`src/rtl/stopwatch_pkg.sv`:
```
// Shared types and constants for the stopwatch controller slice.
// State encoding, BCD digit width and per-digit modulus values.
package stopwatch_pkg;

  typedef enum logic [1:0] {
    IDLE   = 2'd0,
    RUN    = 2'd1,
    LAP    = 2'd2,
    PAUSED = 2'd3
  } sw_state_e;

  localparam int BCD_W   = 4;
  localparam int MOD_TEN = 10;
  localparam int MOD_SIX = 6;
  localparam int N_DIG   = 6;

endpackage

```
`src/rtl/stopwatch_controller_digit.sv`:
```
// One BCD digit of the time chain with a fixed step per increment.
// Ports: clk, reset_n (sync, low), clr, inc, q (digit), carry (would roll).
module bcd_digit_counter #(
  parameter int MODULUS = 10,
  parameter int STEP    = 1
) (
  input  logic       clk,
  input  logic       reset_n,
  input  logic       clr,
  input  logic       inc,
  output logic [3:0] q,
  output logic       carry
);

  localparam logic [4:0] MOD5 = 5'(MODULUS);
  localparam logic [4:0] STP5 = 5'(STEP);

  logic [4:0] sum;

  assign sum = {1'b0, q} + STP5;

  // carry reports that the next increment would roll this digit over;
  // it does not depend on inc, so the parent can look ahead without a loop
  assign carry = (sum >= MOD5);

  always_ff @(posedge clk) begin
    if (!reset_n) begin
      q <= '0;
    end else if (clr) begin
      q <= '0;
    end else if (inc) begin
      q <= carry ? 4'(sum - MOD5) : sum[3:0];
    end
  end

endmodule

```
`src/rtl/stopwatch_controller.sv`:
```
// Stopwatch control FSM and MM:SS.cc BCD counter with lap freeze.
// Ports: CLK_50MHz, reset_n, tick_100hz, two button pulses; status + 6 digits.
module stopwatch_controller
  import stopwatch_pkg::*;
#(
  parameter int SATURATE    = 0,
  parameter int CS_PER_TICK = 1
) (
  input  logic       CLK_50MHz,
  input  logic       reset_n,
  input  logic       tick_100hz,
  input  logic       btn_start_stop,
  input  logic       btn_lap_clear,
  output logic       running,
  output logic       lap_active,
  output logic       overflow,
  output logic [3:0] min_tens,
  output logic [3:0] min_ones,
  output logic [3:0] sec_tens,
  output logic [3:0] sec_ones,
  output logic [3:0] cs_tens,
  output logic [3:0] cs_ones
);

  localparam logic SAT = (SATURATE != 0);

  sw_state_e state_q, state_d;

  logic [N_DIG-1:0]            wrap;
  logic [N_DIG-1:0]            en;
  logic [N_DIG-1:0][BCD_W-1:0] live;
  logic [N_DIG-1:0][BCD_W-1:0] lap_q;
  logic [N_DIG-1:0][BCD_W-1:0] disp;

  logic ss, lc, adv, hit, sat_hit, en0;
  logic clr_cnt, lap_load;

  // start_stop has priority over lap_clear
  assign ss = btn_start_stop;
  assign lc = btn_lap_clear & ~btn_start_stop;

  assign adv     = tick_100hz &
                   ((state_q == RUN) | (state_q == LAP));
  // every digit at its last value: this tick leaves 59:59.99
  assign hit     = adv & (&wrap);
  assign sat_hit = SAT & hit;
  assign en0     = adv & ~sat_hit;

  for (genvar i = 0; i < N_DIG; i++) begin : g_dig
    localparam int MOD = (i == 3 || i == 5) ? MOD_SIX : MOD_TEN;
    localparam int STP = (i == 0) ? CS_PER_TICK : 1;

    if (i == 0) begin : g_en0
      assign en[i] = en0;
    end else begin : g_enn
      assign en[i] = en0 & (&wrap[i-1:0]);
    end

    bcd_digit_counter #(
      .MODULUS(MOD),
      .STEP   (STP)
    ) u_dig (
      .clk    (CLK_50MHz),
      .reset_n(reset_n),
      .clr    (clr_cnt),
      .inc    (en[i]),
      .q      (live[i]),
      .carry  (wrap[i])
    );
  end

  always_ff @(posedge CLK_50MHz) begin
    if (!reset_n) begin
      state_q <= IDLE;
    end else begin
      state_q <= state_d;
    end
  end

  always_comb begin
    state_d = state_q;
    unique case (state_q)
      IDLE: begin
        if (ss) state_d = RUN;
      end
      RUN: begin
        if (ss)      state_d = PAUSED;
        else if (lc) state_d = LAP;
      end
      LAP: begin
        if (ss)      state_d = PAUSED;
        else if (lc) state_d = RUN;
      end
      PAUSED: begin
        if (ss)      state_d = RUN;
        else if (lc) state_d = IDLE;
      end
      default: state_d = IDLE;
    endcase
    if (sat_hit) state_d = PAUSED;
  end

  always_comb begin
    running    = 1'b0;
    lap_active = 1'b0;
    unique case (state_q)
      RUN: running = 1'b1;
      LAP: begin
        running    = 1'b1;
        lap_active = 1'b1;
      end
      default: ;
    endcase
  end

  assign clr_cnt  = (state_q == PAUSED) & lc;
  assign lap_load = (state_q == RUN) & (state_d == LAP);

  always_ff @(posedge CLK_50MHz) begin
    if (!reset_n) begin
      overflow <= 1'b0;
    end else if (clr_cnt) begin
      overflow <= 1'b0;
    end else if (hit) begin
      overflow <= 1'b1;
    end
  end

  always_ff @(posedge CLK_50MHz) begin
    if (!reset_n) begin
      lap_q <= '0;
    end else if (lap_load) begin
      lap_q <= live;
    end
  end

  assign disp = lap_active ? lap_q : live;

  assign cs_ones  = disp[0];
  assign cs_tens  = disp[1];
  assign sec_ones = disp[2];
  assign sec_tens = disp[3];
  assign min_ones = disp[4];
  assign min_tens = disp[5];

endmodule

```
`config.mk`:
```
export PLATFORM = sky130hd
export DESIGN_NAME = stopwatch_controller
export DESIGN_NICKNAME = d
export VERILOG_FILES = /design/src/rtl/stopwatch_pkg.sv /design/src/rtl/stopwatch_controller_digit.sv /design/src/rtl/stopwatch_controller.sv
export SDC_FILE = /design/constraint.sdc
export NUM_CORES = 1
export LEC_CHECK = 0
export CAP_MARGIN = 15
export CORE_ASPECT_RATIO = 0.9
export CORE_MARGIN = 2
export CORE_UTILIZATION = 35
export DETAILED_ROUTE_END_ITERATION = 12
export PLACE_DENSITY = 0.53
export SLEW_MARGIN = 20
export SYNTH_ARGS = -nofsm -noshare
export SYNTH_HDL_FRONTEND = slang
export SYNTH_SLANG_ARGS = --single-unit
```
`constraint.sdc`:
```
create_clock -name CLK_50MHz -period 2.6 [get_ports CLK_50MHz]
set_input_delay 0.52 -clock CLK_50MHz [delete_from_list [all_inputs] [get_ports CLK_50MHz]]
set_output_delay 0.52 -clock CLK_50MHz [all_outputs]
set_load 0.02 [all_outputs]
```
### Yosys cells after proc, flatten, opt, wreduce, memory -nomap -nowiden

Index checks and enable logic that the tools add are counted.

* input bits: 5
* register bits after elaboration: 51
* output and inout bits: 27

* bitwise logic cells: 13
* add/subtract/negate cells: 12
* equal/unequal tests: 4
* reduce and logical (&&, ||, !) cells: 8
* magnitude comparators: 6
* muxes and demuxes: 17

Operator list (count)
* $add A4 B1 Y5 const B: 6
* $mux W24: 1
* $mux W4: 6
* $ge A5 B4 Y1 const B: 4
* $sub A4 B4 Y4 const B: 4
* $mux W2: 7
* $and A1 B1 Y1: 10
* $ge A5 B3 Y1 const B: 2
* $pmux W2 S4: 1
* $sub A4 B3 Y4 const B: 2
* $eq A2 B2 Y1 const B: 3
* $reduce_and A6 Y1: 1
* $reduce_and A5 Y1: 1
* $reduce_and A4 Y1: 1
* $reduce_or A2 Y1: 2
* $reduce_and A3 Y1: 1
* $eq A2 B1 Y1 const B: 1
* $logic_not A2 Y1: 1
* $mux W1: 2
* $not A1 Y1: 2
* $reduce_and A2 Y1: 1
* $or A1 B1 Y1: 1

### Logic depth before layout (Yosys ltp)

Gate-level depths: netlist of the first run.

* word-level depth: 7
* depth in mapped cells: 10
* depth with buffers taken out: 9

### Hierarchy

From an unflattened synthesis of the first run, not the netlist that was laid out.

* cells, all modules: 394
* area total of the unflattened synthesis: 3696.0 µm²

By module, submodules not included
* stopwatch_controller: cells an instance 164, instances 1, area an instance 1539.0 µm², seq. area each 540.5 µm²
* bcd_digit_counter (g_dig[0].u_dig ...): cells an instance 38, instances 4, area an instance 356.6 µm², seq. area each 80.1 µm²
* bcd_digit_counter (g_dig[3].u_dig ...): cells an instance 39, instances 2, area an instance 365.4 µm², seq. area each 80.1 µm²

### Worst setup path before layout of the first run

OpenSTA, ideal clock, no wires.

* path kind: flip-flop to flip-flop
* from: register g_dig[3].u_dig.q[0]
* to: register g_dig[5].u_dig.q[3]
* path slack: 458 ps
* setup time: 70 ps
* path buffers: 0
* stages on the path, launching flop included: 9
* required time: 2530 ps
* arrival time: 2072 ps
* path through: dfxtp_1 -> ha_1 -> xor2_1 -> ha_1 -> a21oi_1 -> a221oi_4 -> nand4_4 -> or3_1 -> a21oi_1

* cells in the longest elaborated chain, start to end: 4

RTL lines
* from (decl): line stopwatch_controller_digit.sv:11 `output logic [3:0] q,`
* from (signal assigned): line stopwatch_controller_digit.sv:32 `q <= carry ? 4'(sum - MOD5) : sum[3:0];`
* $add A4 B1 Y5: line stopwatch_controller_digit.sv:20 `assign sum = {1'b0, q} + STP5;`
* $ge A5 B3 Y1: line stopwatch_controller_digit.sv:24 `assign carry = (sum >= MOD5);`
* $reduce_and A5 Y1: line stopwatch_controller.sv:56 `assign en[i] = en0 & (&wrap[i-1:0]);`
* $and A1 B1 Y1: line stopwatch_controller.sv:56
* to (signal assigned): line stopwatch_controller_digit.sv:32
* to (decl): line stopwatch_controller_digit.sv:11

Every way passes these cells.
A chain may end at the register's enable or synchronous reset.

### Worst setup path after layout of the first run

* from: register state_q[0]
* to: output min_tens[2]

* cells in the longest elaborated chain, start to end: 3

RTL lines
* from (decl): line stopwatch_controller.sv:27 `sw_state_e state_q, state_d;`
* from (signal assigned): line stopwatch_controller.sv:76 `state_q <= state_d;`
* $eq A2 B2 Y1: line stopwatch_controller.sv:106 `unique case (state_q)`
* $mux W1: line stopwatch_controller.sv:106
* $mux W24: line stopwatch_controller.sv:137 `assign disp = lap_active ? lap_q : live;`
* to (decl): line stopwatch_controller.sv:17 `output logic [3:0] min_tens,`

Every way passes these cells.

==> flow_summary.yaml, run 1 <==
clock_tree:
  cts_sinks: 51
  cts_hold_buf: 0
  cts-htree-levels: 2
  cts_tree: "done"
  root_buffer: "clkbuf_8"
  clk_pin_slew_ps: 90
  clk_latency_ps: 300
  clockBufferDepth: 2
  numCtsBuffers: 5
hold_path:
  hold_path.class: "flop to flop"
layout:
  layout-drive-gt1-share_pct: 13.5
  finalNetCount: 419
  n_antenna_cell: 0
  final_design_area_no_fill_sq_um: 3820
  layout_commonest_cell: "nor2_1"
  area_growth_pct: 18.2
  fill_cells: 894
  mostFrequentLayoutCells: "nor2_1 (52), dfxtp_1 (50), mux2i_1 (34)"
  fin_util_pct: 42.3
routing:
  dr.pass1.iters: 4
  drt-total-wl_um: 6960
  drt_iter0_drc: 56
  vias_per_cell: 5.01
  ant_nets: 0
  drc_errors: 0
  wl_per_cell_um: 13.5
  vias: 2581
worst_setup_path:
  end_kind: "output pin"
  cp_max_fo: 6
  crit_arrival_ps: 2000
  crit_required_ps: 2080
  worstSetupPathType: "flop to output pin"
  startpoint_type: "flop"
synthesis:
  synth-simple-area-share_pct: 16.1
  async_flop_share_pct: 0
  synth_area_sq_um: 3230
  avgSynthCellArea_sq_um: 8.93
  synth.area.top_cells: "dfxtp_1 (32%), mux2i_1 (11%), ha_1 (8.5%)"
  synth_cell_types: 53
  ys_ff_latch: 51
  ys.flop_type: "dfxtp_1"
  synth_compound_area_share_pct: 14.5
  synth_top_family_by_area: "multiplexers"
  synth_warnings: 0
  syn_inst: 362
  synth_nets: 389
  synth_edf_count: 0
  synth-adder-area-share_pct: 8.51
  synth-xor-area-share_pct: 6.19
  muxShareOfSynthArea_pct: 17.8
  synth_top_area_share_pct: 31.6
  synth_top_area_cell: "dfxtp_1"
  ys_seq_area_share_pct: 31.6
timing:
  setup_viol: 0
  hold_viol: 0
  fin_skew_ps: 3.37
  max-slew-margin-rel_pct: 63.0
  post-route-period-util_pct: 97.0
  post-route-min-period_ps: 2520
  rsz0062_at_grt: "false"
  fmax_ghz: 0.396
  tns_ps: 0
  report.final.slew_viol_count: 0
  worst-slew-pin-transition_ps: 554
placed_design:
  numPortBuffers: 31
  dpl_cell_area_sq_um: 3710
  hpwl_um: 4810
  place_congestion: 0.814
die:
  io_pins: 32
  initial_core_util_pct: 35.8
  dieArea_sq_um: 10000
  chipWidth_um: 105
  fp.dieH_um: 95.2
  core_area_sq_um: 9040
  rows: 33
run_status:
  status: "completed"
global_route:
  grt_pass1_vias: 2396
  grt_max_degree: 29
  antenna_found_initial: 0
  grt_pass1_wl_um: 11800
  grt_use_total_pct: 14.7
  overflow: 0
run:
  maxCapViolations: 0
power:
  powerDensity_nw_per_um2: 396
  irDropWorstVdd_mv: 0.187
  p_leak_uw: 0.00179
path summary, 6_finish.rpt:
kind,startpoint,to,slack [ps],cells past startpoint
max,state_q[0],min_tens[2],80,5
min,overflow,overflow,480,1
max reg2reg,g_dig[3].u_dig.q[1],g_dig[5].u_dig.q[3],250,8
min reg2reg,overflow,overflow,480,1
sequential cells by signal (all words and copies together) (netlist names):
name,flops
state_q,2
lap_q,24
overflow,1
g_dig.u_dig.q,24
power breakdown:
part,total (uW),internal [uW],leakage [uW],switching [uW]
combinational,136,56.0,0.00131,80.3
sequential,795,787,0.000412,7.86
clock,581,312,0.0000612,270
total,1510,1150,0.00179,358
metal layers:
metal | up-vias | track usage (%) | share of wire [%]
li1 | 1325 | - | -
met1 | 1217 | 19.9 | 51
met5 | - | 0 | 0
met3 | 8 | 2.26 | 2.7
met4 | 0 | 4.67 | 1.3
met2 | 31 | 24.2 | 45
Yosys cell counts, types with 2 or more instances:
cell / number
nor2_1: 52
dfxtp_1: 51
mux2i_1: 34
ha_1: 22
mux2_2: 21
nand2_1: 21
a21oi_1: 18
inv_1: 18
o21ai_0: 18
xor2_1: 11
xnor2_1: 10
clkbuf_1: 9
nand3_1: 6
a211oi_1: 5
buf_2: 4
nand2b_1: 4
and2_1: 3
nand3_2: 3
nor3_1: 3
o211ai_1: 3
a31o_1: 2
a31oi_1: 2
buf_1: 2
buf_4: 2
buf_6: 2
nand4_1: 2
nor2b_1: 2
nor3b_1: 2
nor4bb_1: 2
o21a_1: 2
o2bb2ai_1: 2
o31ai_1: 2
o32ai_1: 2
metrics by stage:
stage                     total power (uW)  cells  setup WS (ps)  hold slack, ps
after floorplan                        899    362            458             458
after global placement                 952    507            221             451
after detailed placement               953    507            171             465
after CTS                             1540    515           9.91             488
after global routing                  1580    515         0.0928             523
final                                 1510    515           77.9             478
cell families (layout without fill, tap and decap cells):
group           count (synthesis)  count (layout)
simple gates                  107             107
compound gates                 67              67
mux                            55              55
flops                          51              51
buf+inv                        38              69
fa+ha+maj                      22              22
xor+xnor                       22              22
area by class of cell:
type                       instances  area [sq um]  share of cell area (%)
tap                              122           153                    3.99
sequential                        51          1020                    26.7
timing repair buffer              42           408                    10.7
clock buffer                       6          82.6                    2.16
inverter                          19          71.3                    1.87
clock inverter                     2          35.0                   0.916
multi-input combinational        273          2050                    53.7
critical path, cell delays in order (launching register included):
cell and delay, ps:
dfxtp_1 340, inv_1 100, ha_1 220, buf_4 170, mux2_2 330, clkdlybuf4s50_1 530
repair_timing:
action | in CTS | in global routing
cloned | 0 | 0
buffers inserted | 0 | 0
setup endpoints to repair | 16 | 5
pin swaps | 0 | 0
resized for setup | 16 | 5
(Power assumes the default switching activity.)
==> run 2: changes to the inputs <==
--- a/config.mk
+++ b/config.mk
@@ -6,7 +6,7 @@
 export NUM_CORES = 1
 export LEC_CHECK = 0
 export CAP_MARGIN = 15
-export CORE_ASPECT_RATIO = 0.9
+export CORE_ASPECT_RATIO = 1.75
 export CORE_MARGIN = 2
 export CORE_UTILIZATION = 35
 export DETAILED_ROUTE_END_ITERATION = 12
==> flow_summary.yaml, run 2 (synthesis gave the netlist of run 1 again) <==
placed_design:
  place_congestion: 0.764
  numPortBuffers: 31
  hpwl_um: 5080
  dpl_cell_area_sq_um: 3710
  pre_cts_ws_ps: 221
timing:
  post-route-period-util_pct: 95.5
  tns_ps: 0
  fmax_ghz: 0.403
  rsz0062_at_grt: "true"
  whs_ps: 481
  report.final.slew_viol_count: 0
  max-slew-margin-rel_pct: 65.4
  hold_viol: 0
  fin_ws_ps: 118
  setup_viol: 0
  fin_skew_ps: 6.84
  post-route-min-period_ps: 2480
  worst-slew-pin-transition_ps: 517
hold_path:
  hold_path.class: "flop to flop"
  whs_endpoint: "overflow"
  hold_depth: 1
  min_from: "overflow"
layout:
  mostFrequentLayoutCells: "nor2_1 (52), dfxtp_1 (51), mux2i_1 (34)"
  area_growth_pct: 21.2
  fin_util_pct: 43.4
  reg.largest.list: "g_dig.u_dig.q x24, lap_q x24, state_q x2"
  layout-drive-gt1-share_pct: 13.2
  n_antenna_cell: 0
  finalNetCount: 419
  layout_commonest_cell: "nor2_1"
  final_design_area_no_fill_sq_um: 3920
die:
  core_area_sq_um: 9040
  initial_core_util_pct: 35.8
  io_pins: 32
  dieArea_sq_um: 10100
  fp.dieH_um: 131
  rows: 46
  chipWidth_um: 76.7
global_route:
  grtUsageMet2_pct: 26.9
  met3_usage_pct: 2.13
  busiest_layer: "met2"
  grtUsageMet1_pct: 16.6
  grt_pass1_wl_um: 12200
  overflow: 0
  antenna_found_initial: 0
  grt_pass1_vias: 2548
  grt_max_degree: 27
  grt_use_total_pct: 14.7
power:
  powerDensity_nw_per_um2: 416
  p_leak_uw: 0.00202
  irDropWorstVdd_mv: 0.218
run:
  maxCapViolations: 0
clock_tree:
  cts-htree-levels: 2
  clk_latency_ps: 290
  cts_sinks: 51
  cts_hold_buf: 0
  cts_tree: "done"
  root_buffer: "clkbuf_16"
  clk_pin_slew_ps: 70
  cts_resized: 2
  post_cts_buffers: 0
  clockBufferDepth: 2
  numCtsBuffers: 5
worst_setup_path:
  reg2regPathDepth: 8
  r2r_start: "g_dig[3].u_dig.q[1]"
  cp_max_fo: 22
  crit_buf_inv: 3
  end_kind: "output pin"
  critPathTopFamily: "buffers and inverters"
  critPathLaunch: "state_q[0]"
  critPathMaxStageDelay_ps: 630
  worstSetupPathType: "flop to output pin"
  cp_slowest_cell: "clkdlybuf4s50_1"
  startpoint_type: "flop"
  rr_endpoint: "g_dig[5].u_dig.q[3]"
  crit_required_ps: 2080
  crit_arrival_ps: 1960
  reg2reg_slack_ps: 270
  cp_cell_sequence: "inv_1, ha_1, buf_12, o21ai_0, clkdlybuf4s50_1"
routing:
  drt_iter0_drc: 141
  drt-total-wl_um: 7100
  ant_nets: 0
  drc_errors: 0
  vias: 2618
  wl_per_cell_um: 13.8
  dr.pass1.iters: 4
  vias_per_cell: 5.10
run_status:
  status: "completed"
## run 2: changes by cell type in the layout (fill, tap and decap cells not counted), moves of 4 or more
| cell | delta |
|---|---|
| dlygate4sd2_1 | -14 |
| clkbuf_16 | +5 |
| dlymetal6s2s_1 | +15 |
| clkbuf_8 | -4 |
## run 2: worst max path at each step
stage / endpoint / cells past startpoint / slack [ps]
6_report: min_tens[1] / 5 / 120
5_1_grt: min_tens[1] / 5 / -7
4_1_cts: cs_ones[3] / 5 / 6
3_5_place_dp: lap_q[20] / 8 / 220
3_3_place_gp: lap_q[8] / 8 / 230
2_1_floorplan: g_dig[5].u_dig.q[3] / 8 / 460
## run 2: report_power, final
group,internal [uW],total [uW],switching (uW)
logic,56.4,135,78.7
registers,787,797,9.91
clock network,410,698,289
total,1250,1630,377
## run 2: routing by layer
metal / share of wire [%] / up-vias
li1: - / 1323
met1: 42 / 1252
met2: 55 / 36
met3: 1.8 / 7
met4: 1.9 / 0
met5: 0 / -
## run 2: layout make-up
cell class | instances | area, sq um
Clock inverter | 1 | 7.51
Timing Repair Buffer | 42 | 467
Multi-Input combinational cell | 273 | 2050
Tap cell | 120 | 150
Fill cell | 929 | 5110
Sequential cell | 51 | 1020
Inverter | 19 | 71.3
Clock buffer | 7 | 153
## run 2: through the flow
step,power [uW],cells
after global routing,1700,513
after CTS,1670,513
final,1630,513
after detailed placement,953,505
after floorplan,899,362
after global placement,953,505
==> run 3: changes to the inputs <==
--- a/config.mk
+++ b/config.mk
@@ -9,6 +9,7 @@
 export CORE_ASPECT_RATIO = 1.75
 export CORE_MARGIN = 2
 export CORE_UTILIZATION = 35
+export CTS_CLUSTER_DIAMETER = 200
 export DETAILED_ROUTE_END_ITERATION = 12
 export PLACE_DENSITY = 0.53
 export SLEW_MARGIN = 20
==> results of run 3 <==
Final layout, timing and power as in run 2 (identical DEF).
